**src/rtl/fifo_rd_stream.sv**
```systemverilog
// fifo_rd_stream: FIFO read-side adapter with a 2-entry output buffer and a valid/ready stream; define FIFO_RD_STATS_EN for transfer/stall counters
module fifo_rd_stream #(
   parameter int WIDTH = 16,
   parameter int SKID  = 2,
   localparam int CW   = $clog2(SKID) + 1
) (
   input  logic             clk,
   input  logic             rst_,
   input  logic             fifo_empty,
   input  logic [WIDTH-1:0] fifo_data_out,
   output logic             fifo_read,
   input  logic             flush,
   output logic             m_valid,
   output logic [WIDTH-1:0] m_data,
   input  logic             m_ready,
   output logic [CW-1:0]    rd_count
`ifdef FIFO_RD_STATS_EN
   ,
   output logic [31:0]      stat_words,
   output logic [31:0]      stat_stalls
`endif
);

   typedef enum logic [1:0] {EMPTY = 2'd0, ONE = 2'd1, TWO = 2'd2} occ_t;

   occ_t             state, state_nxt;
   logic             inflight, push, pop, wr0, shift;
   logic [2:0]       level;
   logic [WIDTH-1:0] entry0, entry1;

   if (SKID != 2) begin : g_skid_check
      $error("fifo_rd_stream: SKID must be 2");
   end

   assign pop       = m_valid && m_ready;
   assign push      = inflight && !flush;
   assign level     = {1'b0, state} + {2'b0, inflight} - {2'b0, pop};
   assign fifo_read = rst_ && !fifo_empty && !flush && level < 3'd2;
   assign wr0       = push && (state == EMPTY || (state == ONE && pop));
   assign shift     = state == TWO && pop;
   assign m_valid   = state != EMPTY;
   assign m_data    = entry0;
   assign rd_count  = CW'(state);

   // Occupancy next state: flush empties the buffer, otherwise follow push/pop
   always_comb begin
      state_nxt = state;
      case (state)
         EMPTY:   state_nxt = push ? ONE : EMPTY;
         ONE:     state_nxt = push && !pop ? TWO : !push && pop ? EMPTY : ONE;
         TWO:     state_nxt = pop ? ONE : TWO;
         default: state_nxt = EMPTY;
      endcase
      if (flush) state_nxt = EMPTY;
   end

   // Occupancy register and the read-latency tracker
   always_ff @(posedge clk or negedge rst_) begin
      if (!rst_) begin
         state    <= EMPTY;
         inflight <= 1'b0;
      end else begin
         state    <= state_nxt;
         inflight <= fifo_read;
      end
   end

   // Buffer: entry0 is the head; entry1 takes a word that arrives behind a held head
   always_ff @(posedge clk or negedge rst_) begin
      if (!rst_) begin
         entry0 <= '0;
         entry1 <= '0;
      end else begin
         if (wr0) entry0 <= fifo_data_out;
         else if (shift) entry0 <= entry1;
         if (push && !wr0) entry1 <= fifo_data_out;
      end
   end

   // A word landing on a full buffer would be lost; the read issue rule must prevent it
   assert property (@(posedge clk) disable iff (!rst_) !(state == TWO && push && !pop))
      else $error("fifo_rd_stream: push into full buffer");

`ifdef FIFO_RD_STATS_EN
   // Debug counters for completed transfers and back-pressured cycles; flush clears them
   always_ff @(posedge clk or negedge rst_) begin
      if (!rst_) begin
         stat_words  <= '0;
         stat_stalls <= '0;
      end else if (flush) begin
         stat_words  <= '0;
         stat_stalls <= '0;
      end else begin
         stat_words  <= stat_words + {31'b0, pop};
         stat_stalls <= stat_stalls + {31'b0, m_valid && !m_ready};
      end
   end
`endif

endmodule

```
**config.mk**
```make
export PLATFORM = sky130hd
export DESIGN_NAME = fifo_rd_stream
export DESIGN_NICKNAME = d
export VERILOG_FILES = /design/src/rtl/fifo_rd_stream.sv
export SDC_FILE = /design/constraint.sdc
export NUM_CORES = 1
export LEC_CHECK = 0
export ABC_AREA = 0
export ABC_CLOCK_PERIOD_IN_PS = 2500
export CORE_MARGIN = 2
export CORE_UTILIZATION = 40
export CTS_BUF_LIST = sky130_fd_sc_hd__clkbuf_2
export DETAILED_ROUTE_END_ITERATION = 12
export PLACE_DENSITY = 0.72
export SLEW_MARGIN = 30
export SYNTH_ARGS = -nofsm -noshare
export SYNTH_HDL_FRONTEND = slang
export SYNTH_SLANG_ARGS = --single-unit
```
**constraint.sdc**
```tcl
create_clock -name clk -period 2.5 [get_ports clk]
set_input_delay 0.5 -clock clk [delete_from_list [all_inputs] [get_ports clk]]
set_output_delay 0.5 -clock clk [all_outputs]
set_load 0.1 [all_outputs]
```
# Word-level counts from Yosys, hierarchy flattened
# Index checks and enable logic that the tools add are counted.
word_totals:
  ff_bits: 35
  out_inout_bits: 20
op_classes:
  add_sub_neg: 2
  order_cmp: 1
  n_eq_ne: 2
  muxes: 8
  n_reduce_logical: 20
ops:
  columns: ["op", "count"]
  rows:
  - ["$mux 16", 2]
  - ["$logic_and 1x1->1", 11]
  - ["$mux 2", 3]
  - ["$pmux 2 s3", 1]
  - ["$logic_not 1->1", 5]
  - ["$reduce_bool 2->1", 2]
  - ["$add 2x1->3", 1]
  - ["$lt 3x2->1 const B", 1]
  - ["$sub 3x1->3", 1]
  - ["$eq 2x1->1 const B", 1]
  - ["$eq 2x2->1 const B", 1]
  - ["$logic_not 2->1", 1]
  - ["$mux 1", 2]
  - ["$logic_or 1x1->1", 1]

# Longest topological paths before layout
depth:
  depth_word: 8
  mapped_depth: 6
  ltp_nobuf: 6

# Least setup slack after synthesis
# Ideal clock, no wire load.
synth_timing:
  path_type: "reg-to-output"
  startpoint: "reg state[1], in the netlist rd_count[1]"
  endpoint: "out fifo_read"
  t_arrival_ns: 5.201
  required_ns: 2.000
  setup_slack_ns: -3.201
  stages_incl_launch_ff: 7
  path_buffers: 0
  cell_sequence: "dfrtp_1 -> or2_2 -> nand2_1 -> nor2_1 -> fa_1 -> xor2_1 -> nor4_1"
synth_via:
  elab_chain_len: 5
  elab_cells_between_ends: 6
  classes_between: "2 x add/sub; 1 x order compare; 3 x reduce/logical"
synth_rtl:
  columns: ["element", "line_no", "rtl"]
  rows:
  - ["start: declaration", "26", "occ_t state, state_nxt;"]
  - ["start signal: assignment", "63", "state <= state_nxt;"]
  - ["$reduce_bool 2->1", "41", "assign m_valid = state != EMPTY;"]
  - ["net m_valid", "13", "output logic m_valid,"]
  - ["$logic_and 1x1->1", "35", "assign pop = m_valid && m_ready;"]
  - ["$sub 3x1->3", "37", "assign level = {1'b0, state} + {2'b0, inflight} - {2'b0, pop};"]
  - ["$lt 3x2->1", "38", "assign fifo_read = rst_ && !fifo_empty && !flush && level < 3'd2;"]
  - ["$logic_and 1x1->1", "38", null]
  - ["end: declaration", "11", "output logic fifo_read,"]
# The timed path passes the listed nets, and every way through them passes these cells.

# Worst setup path in the final report
layout_timing:
  startpoint: "reg state[0], in the netlist rd_count[0]"
  endpoint: "out fifo_read"
layout_via:
  elab_chain_len: 5
  elab_cells_between_ends: 6
  classes_between: "2 x add/sub; 1 x order compare; 3 x reduce/logical"
layout_rtl:
  columns: ["element", "line_no"]
  rows:
  - ["branches (longest 2 deep; another with $add 2x1->3)", null]
  - ["$sub 3x1->3 (*)", "37"]
  - ["$lt 3x2->1 (*)", "38"]
  - ["$logic_and 1x1->1 (*)", "38"]
# Every way passes the cells marked *.

==> impl_metrics.tcl <==
set metrics [dict create \
    synth.area.top_cells "dfrtp_1 (51%), mux2_2 (20%), mux2_4 (17%), buf_6 (1.3%), buf_12 (1.2%)" \
    leakage_nw 1.12 \
    critPathLaunch "rd_count[0]$_DFF_PN0_" \
    clk_pin_slew_ns 0.15 \
    seqPwrFrac_pct 37.0 \
    synth.distinct_cells 22 \
    synthAdderAreaFrac_pct 1.90 \
    wl_met1_um 1440 \
    dp_slack_ns -0.444 \
    syn_inst 109 \
    syn-num-nets 132 \
    finClkSkew_ns 0.00329 \
    clkLatencyLatePin_ns 0.35 \
    drive_above_1_share_pct 58.9 \
    detailed_place_hpwl_um 2340 \
    synth_area_per_cell_um2 15.7 \
    cts_tree "done" \
    route.met2.wl_um 1560 \
    clock.fmax_mhz 351 \
    r2r_slack_ns 0.52 \
    cts_root_buffer "clkbuf_2" \
    overflow 0 \
    whs_ns 0.224 \
    grt_pass1_vias 1117 \
    synth_compound_area_share_pct 1.24 \
    nFillCells 338 \
    setup_ws_ns -0.352 \
    p_comb_share_pct 51.1 \
    diodes 0 \
    grt.total_usage_pct 15.1 \
    syn_to_final_growth_pct 29.4 \
    row_count 23 \
    crit_arrival_ns 2.35 \
    ys_seq_elements 35 \
    seq_area_frac_synth_pct 51.1 \
    fin_nets 182 \
    fp.dieArea_um2 4820 \
    path_max_fanout 2 \
    power_frac_clock_pct 11.9 \
    routed_wirelength_um 3240 \
    start_util_pct 42.2 \
    grt_max_degree 36 \
    antenna_left 0 \
    min_path_type "input port to asynchronous set/reset pin" \
    p_switching_w 0.000920 \
    io_buffers 40 \
    die_h_um 69.5 \
    ios 41 \
    crit_required_ns 2.00 \
    relSlewSlack_pct 69.9 \
    power_w 0.00194 \
    synth_top_area_share_pct 51.1 \
    synthesis.area_um2 1710 \
    tightest_slew_ns 0.451 \
    synthMuxAreaShare_pct 36.4 \
    violations "negative setup slack" \
    drc_errors 0 \
    peakVddDrop_v 0.000443 \
    status "finished, violations left" \
    placeableCoreArea_um2 4060 \
    routabilityCongestion 0.872 \
    h-tree-depth 2 \
    cts_made_buffers 5 \
    sw_frac_of_total_pct 47.3 \
    die_w_um 69.5 \
    rsz0062_at_grt "true" \
    finalMaxSlewViolations 0 \
    yosys.area_share.simple_pct 5.40 \
    cap_violations 0 \
    rr_endpoint "inflight$_DFF_PN0_" \
    synthXorXnorAreaFrac_pct 1.02 \
    min_period_ns 2.85 \
    ctsLongestPathBuffers 2 \
    power_density_nw_per_um2 876 \
    yosysTopAreaCell "dfrtp_1" \
    power.internal_w 0.00102 \
    vias 1041 \
    period_share_pct 114 \
    route.met3.wl_um 196 \
    ff2ff_path_depth 7 \
    final_cell_mix "dfrtp_1 (33), mux2_2 (30), buf_4 (25)" \
    synth_top_family_by_area "multiplexers" \
    final_common_cell "dfrtp_1" \
    final-setup-viol-count 1 \
    reg2reg_from "rd_count[0]$_DFF_PN0_" \
    grt_pass1_wl_um 5600 \
    drt_pass1_iterations 4 \
    yosysWarnings 0 \
    top_layer "met4" \
    hold_viol_final 0 \
    ctsHoldBuffers 0 \
    antenna_found_initial 0 \
    avgViaCountPerCell 5.00 \
    wl_per_cell_um 15.6 \
    cp-end-kind "output port" \
    crit_end "fifo_read" \
    drt_iter0_drc 27 \
    crit_type "flop to output port" \
    cp-start-kind "flop" \
    clock_sinks 35 \
]
repair_timing:
| action | in CTS | in global routing |
|---|---|---|
| resized for setup | 2 | 0 |
| buffers inserted | 1 | 0 |
| pin swaps | 1 | 0 |
| endpoints found under the setup margin | 1 | 1 |
| gates cloned | 0 | 0 |
how the worst min path moves through the flow:
stage	startpoint	endpoint	slack [ns]	cells past startpoint
3_3_place_gp	entry1[1]$_DFFE_PN0P_	entry1[1]$_DFFE_PN0P_	0.49	1
6_report	rst_	rd_count[0]$_DFF_PN0_	0.22	2
3_5_place_dp	entry1[8]$_DFFE_PN0P_	entry1[8]$_DFFE_PN0P_	0.50	1
5_1_grt	rst_	m_data[8]$_DFFE_PN0P_	0.21	2
4_1_cts	rst_	entry1[13]$_DFFE_PN0P_	0.22	2
2_1_floorplan	rst_	entry1[0]$_DFFE_PN0P_	0.20	0
routing by layer:
| layer | track usage, % | vias to the layer above |
|---|---|---|
| li1 | - | 489 |
| met4 | 5.23 | 0 |
| met1 | 18.3 | 516 |
| met2 | 24.4 | 29 |
| met5 | 0 | - |
| met3 | 5.96 | 7 |
power groups by stage:
stage | Combinational (W) | Sequential (W) | Clock (W)
3_3_place_gp | 0.000984 | 0.000726 | 0
2_1_floorplan | 0.000215 | 0.00129 | 0
3_5_place_dp | 0.000999 | 0.000731 | 0
6_report | 0.000993 | 0.000719 | 0.000232
4_1_cts | 0.00100 | 0.000720 | 0.000247
5_1_grt | 0.00102 | 0.000730 | 0.000276
cells in the mapped netlist, drive strengths merged:
cell type,number
nand2,4
nor2,2
a21oi,1
or2,1
a21bo,1
nand2b,1
ha,1
mux2,49
nand3b,1
fa,1
nor3b,1
xor2,2
dfrtp,35
a31oi,1
inv,1
buf,4
nor4,1
nor2b,1
nand3,1
cells by family after synthesis:
| logic type | after synthesis |
|---|---|
| buffers and inverters | 5 |
| and+or+nand+nor | 13 |
| DFF | 35 |
| xor gates and xnor gates | 2 |
| adders and majority gates | 2 |
| muxes | 49 |
| AOI/OAI and AO/OA | 3 |
final cells by class:
type                            count  area [um^2]  area share, %
Clock buffer                        6         30.0           1.35
Inverter                            1         3.75          0.169
Multi-Input combinational cell     69          817           36.8
Sequential cell                    35          883           39.8
Tap cell                           50         62.6           2.82
Timing Repair Buffer               47          422           19.0
sequential cells by signal, summed over array words and instances (netlist names):
register,flops
entry1,16
inflight,1
m_data,16
rd_count,2
stage by stage:
stage	instance area (um^2)	setup TNS, ns	utilization, %	cells
6_report	2220	-0.352	54.7	208
5_1_grt	2220	-0.481	54.7	208
4_1_cts	2220	-0.386	54.7	208
3_5_place_dp	2180	-0.444	53.7	201
3_3_place_gp	2180	-0.364	53.7	201
2_1_floorplan	1750	-1.48	-	109
worst max-delay path, cell delays in order, from the launching register on:
cell and delay, ns:
dfrtp_4 0.50, or2_4 0.27, nand2_4 0.06, nor2_2 0.04, fa_1 0.51, nand2_2 0.07
nor4_4 0.32, buf_12 0.22
Power figures use the tool's default switching activity.
